`config.mk`:
```
export PLATFORM = sky130hd
export DESIGN_NAME = control_unit
export DESIGN_NICKNAME = d
export VERILOG_FILES = /design/src/rtl/cpu_pkg.sv /design/src/rtl/control_unit.sv
export SDC_FILE = /design/constraint.sdc
export NUM_CORES = 1
export LEC_CHECK = 0
export ABC_AREA = 1
export BUFFER_PORTS_ARGS = -buffer_cell sky130_fd_sc_hd__buf_2
export CORE_UTILIZATION = 45
export CTS_CLUSTER_SIZE = 30
export DETAILED_ROUTE_END_ITERATION = 7
export GPL_ROUTABILITY_DRIVEN = 0
export PLACE_DENSITY = 0.82
export SLEW_MARGIN = 20
export SYNTH_ARGS = -nofsm -noshare
export SYNTH_HDL_FRONTEND = slang
export SYNTH_SLANG_ARGS = --single-unit
```
`constraint.sdc`:
```
create_clock -name clk -period 1.6 [get_ports clk]
set_input_delay 0.24 -clock clk [delete_from_list [all_inputs] [get_ports clk]]
set_output_delay 0.24 -clock clk [all_outputs]
set_load 0.03 [all_outputs]
```
`src/rtl/cpu_pkg.sv`:
```
// Shared definitions for the small CPU: opcode values, controller state
// encoding and the bus multiplexer select codes. The ALU and datapath use
// the same package so that their op and select codes match the controller.
package cpu_pkg;

    // Opcodes, taken from instruction[7:4]. ADD..NOT double as ALU op codes.
    localparam logic [3:0] OP_NOP = 4'h0;
    localparam logic [3:0] OP_ADD = 4'h1;
    localparam logic [3:0] OP_SUB = 4'h2;
    localparam logic [3:0] OP_AND = 4'h3;
    localparam logic [3:0] OP_NOT = 4'h4;
    localparam logic [3:0] OP_RD  = 4'h5;
    localparam logic [3:0] OP_WR  = 4'h6;
    localparam logic [3:0] OP_BR  = 4'h7;
    localparam logic [3:0] OP_BRZ = 4'h8;
    localparam logic [3:0] OP_BRO = 4'h9;
    localparam logic [3:0] OP_HLT = 4'hF;

    typedef enum logic [3:0] {
        S_IDLE = 4'd0,
        S_FET1 = 4'd1,
        S_FET2 = 4'd2,
        S_DEC  = 4'd3,
        S_EX1  = 4'd4,
        S_RD1  = 4'd5,
        S_RD2  = 4'd6,
        S_WR1  = 4'd7,
        S_WR2  = 4'd8,
        S_BR1  = 4'd9,
        S_BR2  = 4'd10,
        S_HALT = 4'd11
    } state_t;

    // bus1 source select: 0-3 pick r0-r3, 4 picks the program counter.
    localparam logic [2:0] MUX1_PC = 3'd4;

    // bus2 source select.
    localparam logic [1:0] MUX2_ALU  = 2'd0;
    localparam logic [1:0] MUX2_BUS1 = 2'd1;
    localparam logic [1:0] MUX2_MEM  = 2'd2;

    // Two-operand ALU instructions need a second cycle (operand into Y first).
    function automatic logic is_alu2(input logic [3:0] op);
        return (op == OP_ADD) || (op == OP_SUB) || (op == OP_AND);
    endfunction

endpackage

```
`src/rtl/control_unit.sv`:
```
// control_unit: Moore sequencer for the 8-bit CPU. Walks each instruction
// through fetch, decode and execute states and drives the datapath
// register enables, bus source selects and memory write strobe.
//
// Ports:
//   clk, rst (async, active low)
//   instruction[7:0]  IR: [7:4] opcode, [3:2] src reg, [1:0] dest reg
//   zero, over        registered ALU flags, used by BRZ / BRO
//   load_r0..load_r3, load_pc, inc_pc, load_ir, load_a_reg,
//   load_reg_y, load_reg_z  datapath register enables
//   s_b_mux1[2:0]     bus1 source, s_b_mux2[1:0] bus2 source
//   write             memory write strobe, halted  high in S_HALT
//
// state  | meaning
// -------+------------------------------------------------
// IDLE   | after reset, nothing driven
// FET1   | pc -> a_reg (address of the opcode byte)
// FET2   | mem -> ir, pc++
// DEC    | decode; single-cycle ops finish here
// EX1    | second cycle of ADD/SUB/AND: alu -> dest, Z
// RD1/2  | fetch operand address, then mem -> dest
// WR1/2  | fetch operand address, then src -> mem
// BR1/2  | fetch target address, then load pc
// HALT   | stopped until reset
module control_unit
    import cpu_pkg::*;
#(
    parameter bit HALT_ON_ILLEGAL = 1'b1
) (
    input  logic       clk,
    input  logic       rst,
    input  logic [7:0] instruction,
    input  logic       zero,
    input  logic       over,
    output logic       load_r0,
    output logic       load_r1,
    output logic       load_r2,
    output logic       load_r3,
    output logic       load_pc,
    output logic       inc_pc,
    output logic       load_ir,
    output logic       load_a_reg,
    output logic       load_reg_y,
    output logic       load_reg_z,
    output logic [2:0] s_b_mux1,
    output logic [1:0] s_b_mux2,
    output logic       write,
    output logic       halted
);

    state_t     state, state_next;
    logic [3:0] opcode;
    logic [1:0] src;
    logic [1:0] dest;
    logic [3:0] load_r;

    assign opcode = instruction[7:4];
    assign src    = instruction[3:2];
    assign dest   = instruction[1:0];

    assign load_r0 = load_r[0];
    assign load_r1 = load_r[1];
    assign load_r2 = load_r[2];
    assign load_r3 = load_r[3];

    always_ff @(posedge clk or negedge rst) begin
        if (!rst) begin
            state <= S_IDLE;
        end else begin
            state <= state_next;
        end
    end

    always_comb begin
        state_next = state;
        load_r     = 4'b0000;
        load_pc    = 1'b0;
        inc_pc     = 1'b0;
        load_ir    = 1'b0;
        load_a_reg = 1'b0;
        load_reg_y = 1'b0;
        load_reg_z = 1'b0;
        s_b_mux1   = 3'd0;
        s_b_mux2   = MUX2_ALU;
        write      = 1'b0;
        halted     = 1'b0;

        case (state)
            S_IDLE: begin
                state_next = S_FET1;
            end
            S_FET1: begin
                s_b_mux1   = MUX1_PC;
                s_b_mux2   = MUX2_BUS1;
                load_a_reg = 1'b1;
                state_next = S_FET2;
            end
            S_FET2: begin
                s_b_mux2   = MUX2_MEM;
                load_ir    = 1'b1;
                inc_pc     = 1'b1;
                state_next = S_DEC;
            end
            S_DEC: begin
                if (is_alu2(opcode)) begin
                    s_b_mux1   = {1'b0, src};
                    s_b_mux2   = MUX2_BUS1;
                    load_reg_y = 1'b1;
                    state_next = S_EX1;
                end else begin
                    case (opcode)
                        OP_NOP: state_next = S_FET1;
                        OP_NOT: begin
                            s_b_mux1     = {1'b0, src};
                            s_b_mux2     = MUX2_ALU;
                            load_r[dest] = 1'b1;
                            load_reg_z   = 1'b1;
                            state_next   = S_FET1;
                        end
                        OP_RD, OP_WR, OP_BR, OP_BRZ, OP_BRO: begin
                            // Conditional branches that are not taken just
                            // step the pc over their operand byte.
                            if ((opcode == OP_BRZ && !zero) ||
                                (opcode == OP_BRO && !over)) begin
                                inc_pc     = 1'b1;
                                state_next = S_FET1;
                            end else begin
                                s_b_mux1   = MUX1_PC;
                                s_b_mux2   = MUX2_BUS1;
                                load_a_reg = 1'b1;
                                if (opcode == OP_RD) begin
                                    state_next = S_RD1;
                                end else if (opcode == OP_WR) begin
                                    state_next = S_WR1;
                                end else begin
                                    state_next = S_BR1;
                                end
                            end
                        end
                        OP_HLT: state_next = S_HALT;
                        default: state_next = HALT_ON_ILLEGAL ? S_HALT : S_FET1;
                    endcase
                end
            end
            S_EX1: begin
                s_b_mux1     = {1'b0, dest};
                s_b_mux2     = MUX2_ALU;
                load_r[dest] = 1'b1;
                load_reg_z   = 1'b1;
                state_next   = S_FET1;
            end
            S_RD1: begin
                s_b_mux2   = MUX2_MEM;
                load_a_reg = 1'b1;
                inc_pc     = 1'b1;
                state_next = S_RD2;
            end
            S_RD2: begin
                s_b_mux2     = MUX2_MEM;
                load_r[dest] = 1'b1;
                state_next   = S_FET1;
            end
            S_WR1: begin
                s_b_mux2   = MUX2_MEM;
                load_a_reg = 1'b1;
                inc_pc     = 1'b1;
                state_next = S_WR2;
            end
            S_WR2: begin
                s_b_mux1   = {1'b0, src};
                write      = 1'b1;
                state_next = S_FET1;
            end
            S_BR1: begin
                s_b_mux2   = MUX2_MEM;
                load_a_reg = 1'b1;
                state_next = S_BR2;
            end
            S_BR2: begin
                s_b_mux2   = MUX2_MEM;
                load_pc    = 1'b1;
                state_next = S_FET1;
            end
            S_HALT: begin
                halted     = 1'b1;
                state_next = S_HALT;
            end
            default: state_next = S_IDLE;
        endcase
    end

endmodule

```
==> results of run 1 <==
cell usage in the layout, fill, tap and decap left out, drive strengths merged:
cell and instances:
nand2 50, buf 40, nor2 23, inv 20, nand3 15, o21ai 4
dfrtp 4, clkbuf 3, a21oi 3, a21boi 2, nand3b 2, nor3b 1
dlygate4sd3 1
power breakdown:
part / internal (W) / leakage, nW / switching [W]
Sequential: 0.000149 / 0.0490 / 0.0000592
Clock: 0.0000843 / 0.0138 / 0.0000468
Combinational: 0.000635 / 0.579 / 0.00102
Total: 0.000868 / 0.642 / 0.00112
layout make-up:
cell class / count / area (um2)
Fill cell: 74 / 213
Clock buffer: 3 / 22.5
Sequential cell: 4 / 101
Inverter: 20 / 75.1
Tap cell: 15 / 18.8
Timing Repair Buffer: 41 / 330
Multi-Input combinational cell: 100 / 557
worst max-delay path: stages (launching register included):
cell	delay, ns
dfrtp_1	0.43
inv_2	0.13
nand2_4	0.07
nor2_4	0.13
buf_6	0.16
nand3_4	0.08
nand3b_1	0.13
buf_6	0.14
per-stage QoR:
| step | hold WS [ns] | area, um2 | TNS [ns] | setup WS (ns) | utilization, % |
|---|---|---|---|---|---|
| 4_1_cts | 0.333 | 1020 | -0.181 | -0.0462 | 77.2 |
| 3_3_place_gp | 0.0470 | 801 | 0 | 0.120 | 60.8 |
| 3_5_place_dp | 0.0478 | 801 | 0 | 0.0913 | 60.8 |
| 5_1_grt | 0.377 | 1100 | -1.98 | -0.204 | 83.9 |
| 2_1_floorplan | -0.0556 | 638 | 0 | 0.0189 | - |
| 6_report | 0.372 | 1100 | -1.49 | -0.166 | 83.9 |
logic make-up (layout without fill, tap and decap cells):
group	Yosys count	count (layout)
buffers and inverters	21	64
AO/OA/AOI/OAI	9	9
flip-flops	4	4
AND/OR/NAND/NOR	91	91
routing by layer:
metal / routed length [um] / vias to the layer above / track usage (%) / part of all wire (%)
met5: 0 / - / 0 / 0
met4: 132 / 0 / 31.0 / 4.9
met3: 225 / 23 / 10.2 / 8.3
met2: 1310 / 70 / 52.0 / 49
met1: 1030 / 463 / 33.7 / 38
li1: - / 472 / - / -
cells in the mapped netlist:
master     n  area [um2]
a21boi_0   2        15.0
nand3b_1   2        15.0
buf_6      1        11.3
nand2_1   48         180
dfrtp_1    4         100
nand3_1   14        70.1
nand3_4    1        17.5
inv_1     18        67.6
nor3b_1    1        7.51
o21ai_0    4        20.0
a21oi_1    3        15.0
inv_2      2        7.51
nor2_1    18        67.6
nor2_2     5        31.3
nand2_2    2        12.5
worst min-delay path by stage:
stage	cells after the start	endpoint	slack [ns]	startpoint
after floorplan	0	state[0]$_DFF_PN0_	-0.06	rst
after global placement	1	state[2]$_DFF_PN0_	0.05	rst
after detailed placement	1	state[2]$_DFF_PN0_	0.05	rst
after CTS	2	state[2]$_DFF_PN0_	0.33	rst
after global routing	2	state[0]$_DFF_PN0_	0.38	rst
final	2	state[2]$_DFF_PN0_	0.37	rst
what timing repair did:
action | in CTS | in global routing
gates cloned | 1 | 0
hold buffers | 1 | 0
endpoints found under the setup margin | 13 | 16
buffers inserted | 6 | 3
gates resized for setup | 42 | 20
hold endpoints to repair | 4 | 0
pin swaps | 5 | 5
==> results.ini, run 1 <==
[timing]
period_needed_ns = 1.77
rsz0062_at_grt = true
fin_crit_sh_pct = 110
finalHoldViolCount = 0
timing.fmax_mhz = 566
finClkSkew_ns = 0.00228
drv_slew = 0
relSlewSlack_pct = 81.5
timing.final.ws_setup_ns = -0.166
finalSetupViolCount = 15
worst_pin_slew_ns = 0.277

[worst_setup_path]
r2r-end = state[3]$_DFF_PN0_
crit_path_start_kind = flip-flop
r2r-start = state[3]$_DFF_PN0_
crit_path_end_kind = output pin
crit_end = inc_pc
timing_worst_setup_path_type = flip-flop to output pin
arrival_ns = 1.53
rrSetupSlack_ns = 0.06
crit_required_ns = 1.36
cp-startpoint = state[3]$_DFF_PN0_
r2r_cells = 8
crit_fanout = 5

[drt]
wire_per_inst_um = 14.7
via_count = 1028
detail-route-antenna-nets = 0
via_per_inst = 5.62
wl_mm = 2.70
dr.first_iter.drc_count = 55
drc = 0
drt-pass1-iter-count = 4

[placed_design]
place_inst = 169
io_buffers = 28
dp_hpwl_mm = 1.40

[layout]
drive_gt1_share_pct = 43.5
largestRegisters = state: 4 flops
fin_cells = 183
num_antenna_cells = 0
regMostFlops = state
final_nets = 182
largest_register_ffs = 4
area_delta_synth_final_pct = 73.1

[yosys]
yosys.cell_types.count = 15
ys_ff_latch = 4
syn_area_um2 = 638
syn_inst = 125
synth_fp_nets = 137
ys_seq_area_share_pct = 15.7
synth_simple_gate_area_share_pct = 62.9
yosysWarnings = 0
avgSynthCellArea_um2 = 5.10
synthMuxAreaShare_pct = 0
synth_top_family_by_area = simple AND/OR/NAND/NOR gates
synthAdderAreaFrac_pct = 0
synth_xor_area_share_pct = 0
synth_compound_area_share_pct = 7.84

[clock_network]
cts_buffer_depth = 2
cts_tree = done
path_clk_slew_ns = 0.04
clock-sinks = 4
cts.htree.levels = 1
clk_latency_ns = 0.24
cts_buffers = 3
clockRootBuffer = clkbuf_4

[global_routing]
grt_max_degree = 6
antenna_found_initial = 0
grt_pass1_wl_mm = 3.35
grt_overflow = 0
grt_pass1_vias = 837
globalRouteTotalUtil_pct = 32.9

[floorplanning]
die_h_um = 39.7
start_util_pct = 48.4
die_area_um2 = 1570
die_x_um = 39.7
row_count = 13
core_area_um2 = 1320
io_pins = 29

[pwr]
vdd_ir_drop_max_mv = 1.27
p_leak_nw = 0.642
power.density_nw_per_um2 = 1800
total_power_w = 0.00199

[job]
maxCapViolCount = 0

[status]
violations = negative setup slack
status = finished with violations

[min_path]
hp-class = primary input to async pin

Note: power is estimated with default switching activity, not from simulation.
==> inputs of run 2 (changes only) <==
--- a/config.mk
+++ b/config.mk
@@ -7,7 +7,10 @@
 export LEC_CHECK = 0
 export ABC_AREA = 1
 export BUFFER_PORTS_ARGS = -buffer_cell sky130_fd_sc_hd__buf_2
-export CORE_UTILIZATION = 45
+export CELL_PAD_IN_SITES_DETAIL_PLACEMENT = 0
+export CELL_PAD_IN_SITES_GLOBAL_PLACEMENT = 1
+export CORE_ASPECT_RATIO = 1.75
+export CORE_UTILIZATION = 28
 export CTS_CLUSTER_SIZE = 30
 export DETAILED_ROUTE_END_ITERATION = 7
 export GPL_ROUTABILITY_DRIVEN = 0
==> run 2 against run 1 <==
Compared with the run above: the flow still finishes with violations (negative setup slack); die area rose by 58%; non-clock buffer count rose by 5; register-to-register slack improved by 0.21 ns; worst hold slack got worse by 0.043 ns; power rose by 11%; combinational power rose by 12%; sequential share of layout area fell by 0.86 points; sequential cell count did not move; final cell count rose by 7.7%; fmax rose by 6.0%; clock skew rose by 0.0064 ns; clock power barely moved.
==> results.ini, run 2 (synthesis gave the netlist of run 1 again) <==
[worst_setup_path]
timing_worst_setup_path_type = flip-flop to output pin
slowest_delay_ns = 0.39  ; -0.04 ns
cp_common_cell = nand2_1
crit_required_ns = 1.36  ; about the same
crit_path_start_kind = flip-flop
arrival_ns = 1.43  ; -0.10 ns
cp_cell_sequence = inv_2 > buf_6 > nand2_8 > nor2_4 > nand2_1 > nand2_1 > inv_1 > nand2_1 > buf_6
cp_slowest_cell = dfrtp_1
crit_path_end_kind = output pin
crit_fanout = 4  ; -1
cp.buffers_inverters = 4  ; +1
crit_family = buffers and inverters

[placed_design]
place_inst = 177  ; +4.7%
dp_hpwl_mm = 1.57  ; +12%
place_ws_ns = 0.0376  ; -0.0537 ns
io_buffers = 28  ; unchanged

[status]
violations = negative setup slack
status = finished with violations

[floorplanning]
core_area_um2 = 2120  ; +61%
die_area_um2 = 2480  ; +58%
start_util_pct = 30.1  ; -18 points
io_pins = 29  ; unchanged
die_x_um = 38.1  ; -4.0%
row_count = 22  ; +9
die_h_um = 65.2  ; +64%

[global_routing]
grt_overflow = 0  ; unchanged
grt_pass1_vias = 928  ; +11%
grt_max_degree = 7  ; +1
globalRouteTotalUtil_pct = 21.9  ; -11 points
grt_pass1_wl_mm = 3.80  ; +14%
antenna_found_initial = 0  ; unchanged

[clock_network]
cts_buffers = 3  ; unchanged
clk_latency_ns = 0.25  ; about the same
cts.htree.levels = 1  ; unchanged
cts_tree = done
path_clk_slew_ns = 0.04  ; about the same
clock-sinks = 4  ; unchanged
clockRootBuffer = clkbuf_4
cts_buffer_depth = 2  ; unchanged

[timing]
timing.fmax_mhz = 600  ; +6.0%
worst_pin_slew_ns = 0.262  ; -0.0147 ns
timing.final.ws_setup_ns = -0.0657  ; +0.100 ns
finalHoldViolCount = 0  ; unchanged
rsz0062_at_grt = true
drv_slew = 0  ; unchanged
finalSetupViolCount = 12  ; -3
fin_crit_sh_pct = 104  ; -6.2 points
setup_tns_ns = -0.567  ; +0.924 ns
finClkSkew_ns = 0.00863  ; +0.00635 ns
relSlewSlack_pct = 82.5  ; +0.98 points
period_needed_ns = 1.67  ; -0.100 ns

[pwr]
vdd_ir_drop_max_mv = 0.976  ; -23%
power.density_nw_per_um2 = 1790  ; -0.91%
total_power_w = 0.00220  ; +11%
p_leak_nw = 0.680  ; +5.9%

[drt]
drc = 0  ; unchanged
wl_mm = 2.38  ; -12%
wire_per_inst_um = 12.1  ; -18%
via_per_inst = 4.81  ; -14%
dr.first_iter.drc_count = 28  ; -49%
drt-pass1-iter-count = 4  ; unchanged
via_count = 948  ; -7.8%
detail-route-antenna-nets = 0  ; unchanged

[layout]
regMostFlops = state
largestRegisters = state: 4 flops
num_antenna_cells = 0  ; unchanged
drive_gt1_share_pct = 48.6  ; +5.1 points
fin_cells = 197  ; +7.7%
layout_common_cells = 40 x nand2_1, 17 x buf_6, 15 x nor2_1, 14 x inv_1
largest_register_ffs = 4  ; unchanged
mostFrequentLayoutCell = nand2_1
final_nets = 187  ; +2.7%
area_delta_synth_final_pct = 93.3

[job]
maxCapViolCount = 0  ; unchanged

[min_path]
hp-class = primary input to async pin

[run 2: cell count changes in the layout (fill, tap and decap cells not counted), moves of 2 or more]
cell and delta:
nand2_2 -2, nor2_4 +2, nand3_2 +3, nor2_2 -2
inv_1 -2, buf_6 +3, nand3_1 -2
[run 2: timing repair]
| item | 4_1_cts | 5_1_grt |
|---|---|---|
| pin swaps | 8 | 9 |
| hold buffers | 1 | 0 |
| endpoints found under the hold margin | 4 | 0 |
| setup endpoints to repair | 14 | 15 |
| buffers inserted | 10 | 5 |
| gates resized for setup | 52 | 24 |
| gates cloned | 1 | 0 |
[run 2: cell type report]
| class | instances | area (um2) |
|---|---|---|
| Timing Repair Buffer | 46 | 409 |
| Clock buffer | 3 | 22.5 |
| Fill cell | 211 | 886 |
| Sequential cell | 4 | 103 |
| Inverter | 20 | 77.6 |
| Multi-Input combinational cell | 100 | 592 |
| Tap cell | 24 | 30.0 |
[run 2: metal layers]
| metal | track usage [%] | routed length, um |
|---|---|---|
| met5 | 0 | 0 |
| met4 | 17.9 | 172 |
| met3 | 2.70 | 77 |
| met2 | 41.1 | 1380 |
| met1 | 18.2 | 749 |
[run 2: power by group]
group	switching [W]	leakage (nW)	internal [W]	total, W
registers	0.0000788	0.0481	0.000152	0.000231
logic	0.00104	0.618	0.000799	0.00184
clock network	0.0000485	0.0138	0.0000844	0.000133
[run 2: metrics by stage]
stage / hold slack [ns] / utilization [%] / instance area (um2)
after floorplan: -0.0556 / - / 638
after global placement: 0.0499 / 38.5 / 817
after detailed placement: 0.0551 / 38.5 / 817
after CTS: 0.328 / 53.1 / 1130
after global routing: 0.342 / 58.2 / 1230
final: 0.329 / 58.2 / 1230
[run 2: final timing paths]
kind | from | endpoint | slack [ns] | depth (start not counted)
max | state[2]$_DFF_PN0_ | s_b_mux1[0] | -0.07 | 9
min | rst | state[3]$_DFF_PN0_ | 0.33 | 2
max reg2reg | state[2]$_DFF_PN0_ | state[1]$_DFF_PN0_ | 0.27 | 6
min reg2reg | state[1]$_DFF_PN0_ | state[0]$_DFF_PN0_ | 0.72 | 4
max in group asynchronous | rst | state[0]$_DFF_PN0_ | 1.12 | 2
min in group clk | instruction[5] | state[3]$_DFF_PN0_ | 0.46 | 5
==> inputs of run 3 (changes only) <==
--- a/config.mk
+++ b/config.mk
@@ -7,7 +7,7 @@
 export LEC_CHECK = 0
 export ABC_AREA = 1
 export BUFFER_PORTS_ARGS = -buffer_cell sky130_fd_sc_hd__buf_2
-export CELL_PAD_IN_SITES_DETAIL_PLACEMENT = 0
+export CELL_PAD_IN_SITES_DETAIL_PLACEMENT = 1
 export CELL_PAD_IN_SITES_GLOBAL_PLACEMENT = 1
 export CORE_ASPECT_RATIO = 1.75
 export CORE_UTILIZATION = 28
==> run 3 against run 2 <==
Compared with the run above: the flow still finishes with violations (negative setup slack); worst hold slack worse by 0.0056 ns; critical path depth fell by 2; non-clock buffer count rose by 2; core utilization shrank 0.65 points; power grew 1.5%; final cell count grew 1.0%; sequential share of layout area is essentially flat.
==> results.ini, run 3 (synthesis gave the netlist of run 1 again) <==
[status]
status = finished with violations
violations = negative setup slack

[global_routing]
grt_pass1_wl_mm = 4.60  ; +21%
globalRouteTotalUtil_pct = 26.1  ; +4.2 points
grt_max_degree = 12  ; +5
antenna_found_initial = 0  ; unchanged
grt_pass1_vias = 1062  ; +14%
grt_overflow = 0  ; unchanged

[clock_network]
cts.htree.levels = 1  ; unchanged
clk_latency_ns = 0.27  ; +0.02 ns
cts_tree = done
path_clk_slew_ns = 0.05  ; about the same
clockRootBuffer = clkbuf_4
cts_buffers = 3  ; unchanged
cts_buffer_depth = 2  ; unchanged
clock-sinks = 4  ; unchanged

[worst_setup_path]
crit_path_start_kind = flip-flop
rrSetupSlack_ns = 0.10  ; -0.17 ns
arrival_ns = 1.51  ; +0.08 ns
r2r-end = state[1]$_DFF_PN0_
crit_required_ns = 1.36  ; about the same
r2r_cells = 7  ; +1
crit_path_end_kind = output pin
timing_worst_setup_path_type = flip-flop to output pin
crit_fanout = 11  ; +7
r2r-start = state[2]$_DFF_PN0_

[layout]
drive_gt1_share_pct = 49.7  ; +1.2 points
mostFrequentLayoutCell = nand2_1
regMostFlops = state
largest_register_ffs = 4  ; unchanged
area_delta_synth_final_pct = 91.2
n_fill_cell = 291  ; +38%
largestRegisters = state: 4 flops
final_nets = 189  ; +1.1%
layout_common_cells = 37 x nand2_1, 17 x buf_4, 15 x nor2_1, 15 x buf_6
num_antenna_cells = 0  ; unchanged

[floorplanning]
die_area_um2 = 2480  ; unchanged
die_h_um = 65.2  ; unchanged
core_area_um2 = 2120  ; unchanged
io_pins = 29  ; unchanged
die_x_um = 38.1  ; unchanged
start_util_pct = 30.1  ; unchanged
row_count = 22  ; unchanged

[drt]
via_per_inst = 5.07  ; +5.3%
wire_per_inst_um = 16.6  ; +38%
dr.first_iter.drc_count = 24  ; -14%
drt-pass1-iter-count = 4  ; unchanged
via_count = 1008  ; +6.3%
wl_mm = 3.31  ; +39%
detail-route-antenna-nets = 0  ; unchanged
drc = 0  ; unchanged

[pwr]
switching_power_w = 0.00123  ; +5.5%
swShare_pct = 55.1  ; +2.1 points
p_leak_nw = 0.672  ; -1.1%
pwr-share-clk_pct = 6.7  ; +0.7 points
power.density_nw_per_um2 = 1830  ; +2.7%
seqPwrFrac_pct = 9.7  ; -0.8 points
combinationalPowerShare_pct = 83.6  ; about the same
vdd_ir_drop_max_mv = 1.01  ; +2.9%
total_power_w = 0.00224  ; +1.5%
power.internal_w = 0.00100  ; -3.0%

[timing]
fin_crit_sh_pct = 110  ; +5.5 points
setup_tns_ns = -1.38  ; -0.812 ns
finClkSkew_ns = 0.0152  ; +0.00656 ns
period_needed_ns = 1.75  ; +0.0887 ns
drv_slew = 0  ; unchanged
finalHoldViolCount = 0  ; unchanged
timing.fmax_mhz = 570  ; -5.1%
rsz0062_at_grt = true
worst_pin_slew_ns = 0.262  ; +0.000118 ns
relSlewSlack_pct = 82.5  ; about the same
timing.final.ws_setup_ns = -0.154  ; -0.0887 ns
finalSetupViolCount = 14  ; +2

[min_path]
hp-class = primary input to async pin

[placed_design]
io_buffers = 28  ; unchanged
dp_hpwl_mm = 1.94  ; +24%

[job]
maxCapViolCount = 0  ; unchanged

## run 3: cell count changes in the layout (fill, tap and decap cells not counted), sizes merged
cell,delta
buf,+3
clkbuf,-1
## run 3: how the worst max path moves through the flow
| stage | start | to | cells after the start |
|---|---|---|---|
| 4_1_cts | state[2]$_DFF_PN0_ | load_a_reg | 7 |
| 5_1_grt | state[2]$_DFF_PN0_ | inc_pc | 7 |
| 2_1_floorplan | state[0]$_DFF_PN0_ | inc_pc | 5 |
| 3_5_place_dp | state[0]$_DFF_PN0_ | load_r0 | 6 |
| 6_report | state[2]$_DFF_PN0_ | s_b_mux2[0] | 7 |
| 3_3_place_gp | state[0]$_DFF_PN0_ | load_r3 | 6 |
## run 3: per-stage QoR
stage / cells / area (um2) / utilization (%) / worst slack (ns) / hold WS, ns
3_3_place_gp: 177 / 817 / 38.5 / 0.0360 / 0.0499
6_report: 199 / 1220 / 57.6 / -0.154 / 0.323
5_1_grt: 199 / 1220 / 57.6 / -0.189 / 0.348
2_1_floorplan: 125 / 638 / - / 0.0189 / -0.0556
4_1_cts: 193 / 1100 / 51.8 / -0.0814 / 0.323
3_5_place_dp: 177 / 817 / 38.5 / 0.0132 / 0.0557
## run 3: power groups by stage
| stage | Combinational [W] | Clock, W | Sequential (W) |
|---|---|---|---|
| after floorplan | 0.000779 | 0 | 0.000188 |
| after global placement | 0.00106 | 0 | 0.000204 |
| after detailed placement | 0.00110 | 0 | 0.000205 |
| after CTS | 0.00160 | 0.000140 | 0.000208 |
| after global routing | 0.00197 | 0.000152 | 0.000220 |
| final | 0.00187 | 0.000151 | 0.000216 |
## run 3: layout make-up
cell class	instances	area [um2]	area share (%)
sequential	4	101	8.31
clock buffer	3	22.5	1.85
inverter	20	75.1	6.15
tap	24	30.0	2.46
multi-input combinational	100	594	48.7
timing repair buffer	48	397	32.5
## run 3: worst max-delay path, stage by stage (launching register included)
cell     delay, ns
dfrtp_1       0.42
inv_2         0.14
nand2_4       0.08
nor2_4        0.11
buf_12        0.15
nand3_4       0.10
nand3_1       0.10
buf_6         0.13
## run 3: per-layer routing
layer  track usage [%]  vias to the layer above  share of wire [%]
met5                 0                        -                  0
met4              14.3                        0                4.7
met3              1.35                       13                2.2
met2              51.3                       34                 59
met1              23.9                      478                 34
li1                  -                      483                  -
## run 3: repair_timing
| item | in CTS | in global routing |
|---|---|---|
| endpoints found under the setup margin | 15 | 14 |
| pin swaps | 8 | 9 |
| buffers inserted | 12 | 6 |
| hold buffers | 1 | 0 |
| hold endpoints to repair | 4 | 0 |
| resized for setup | 49 | 22 |
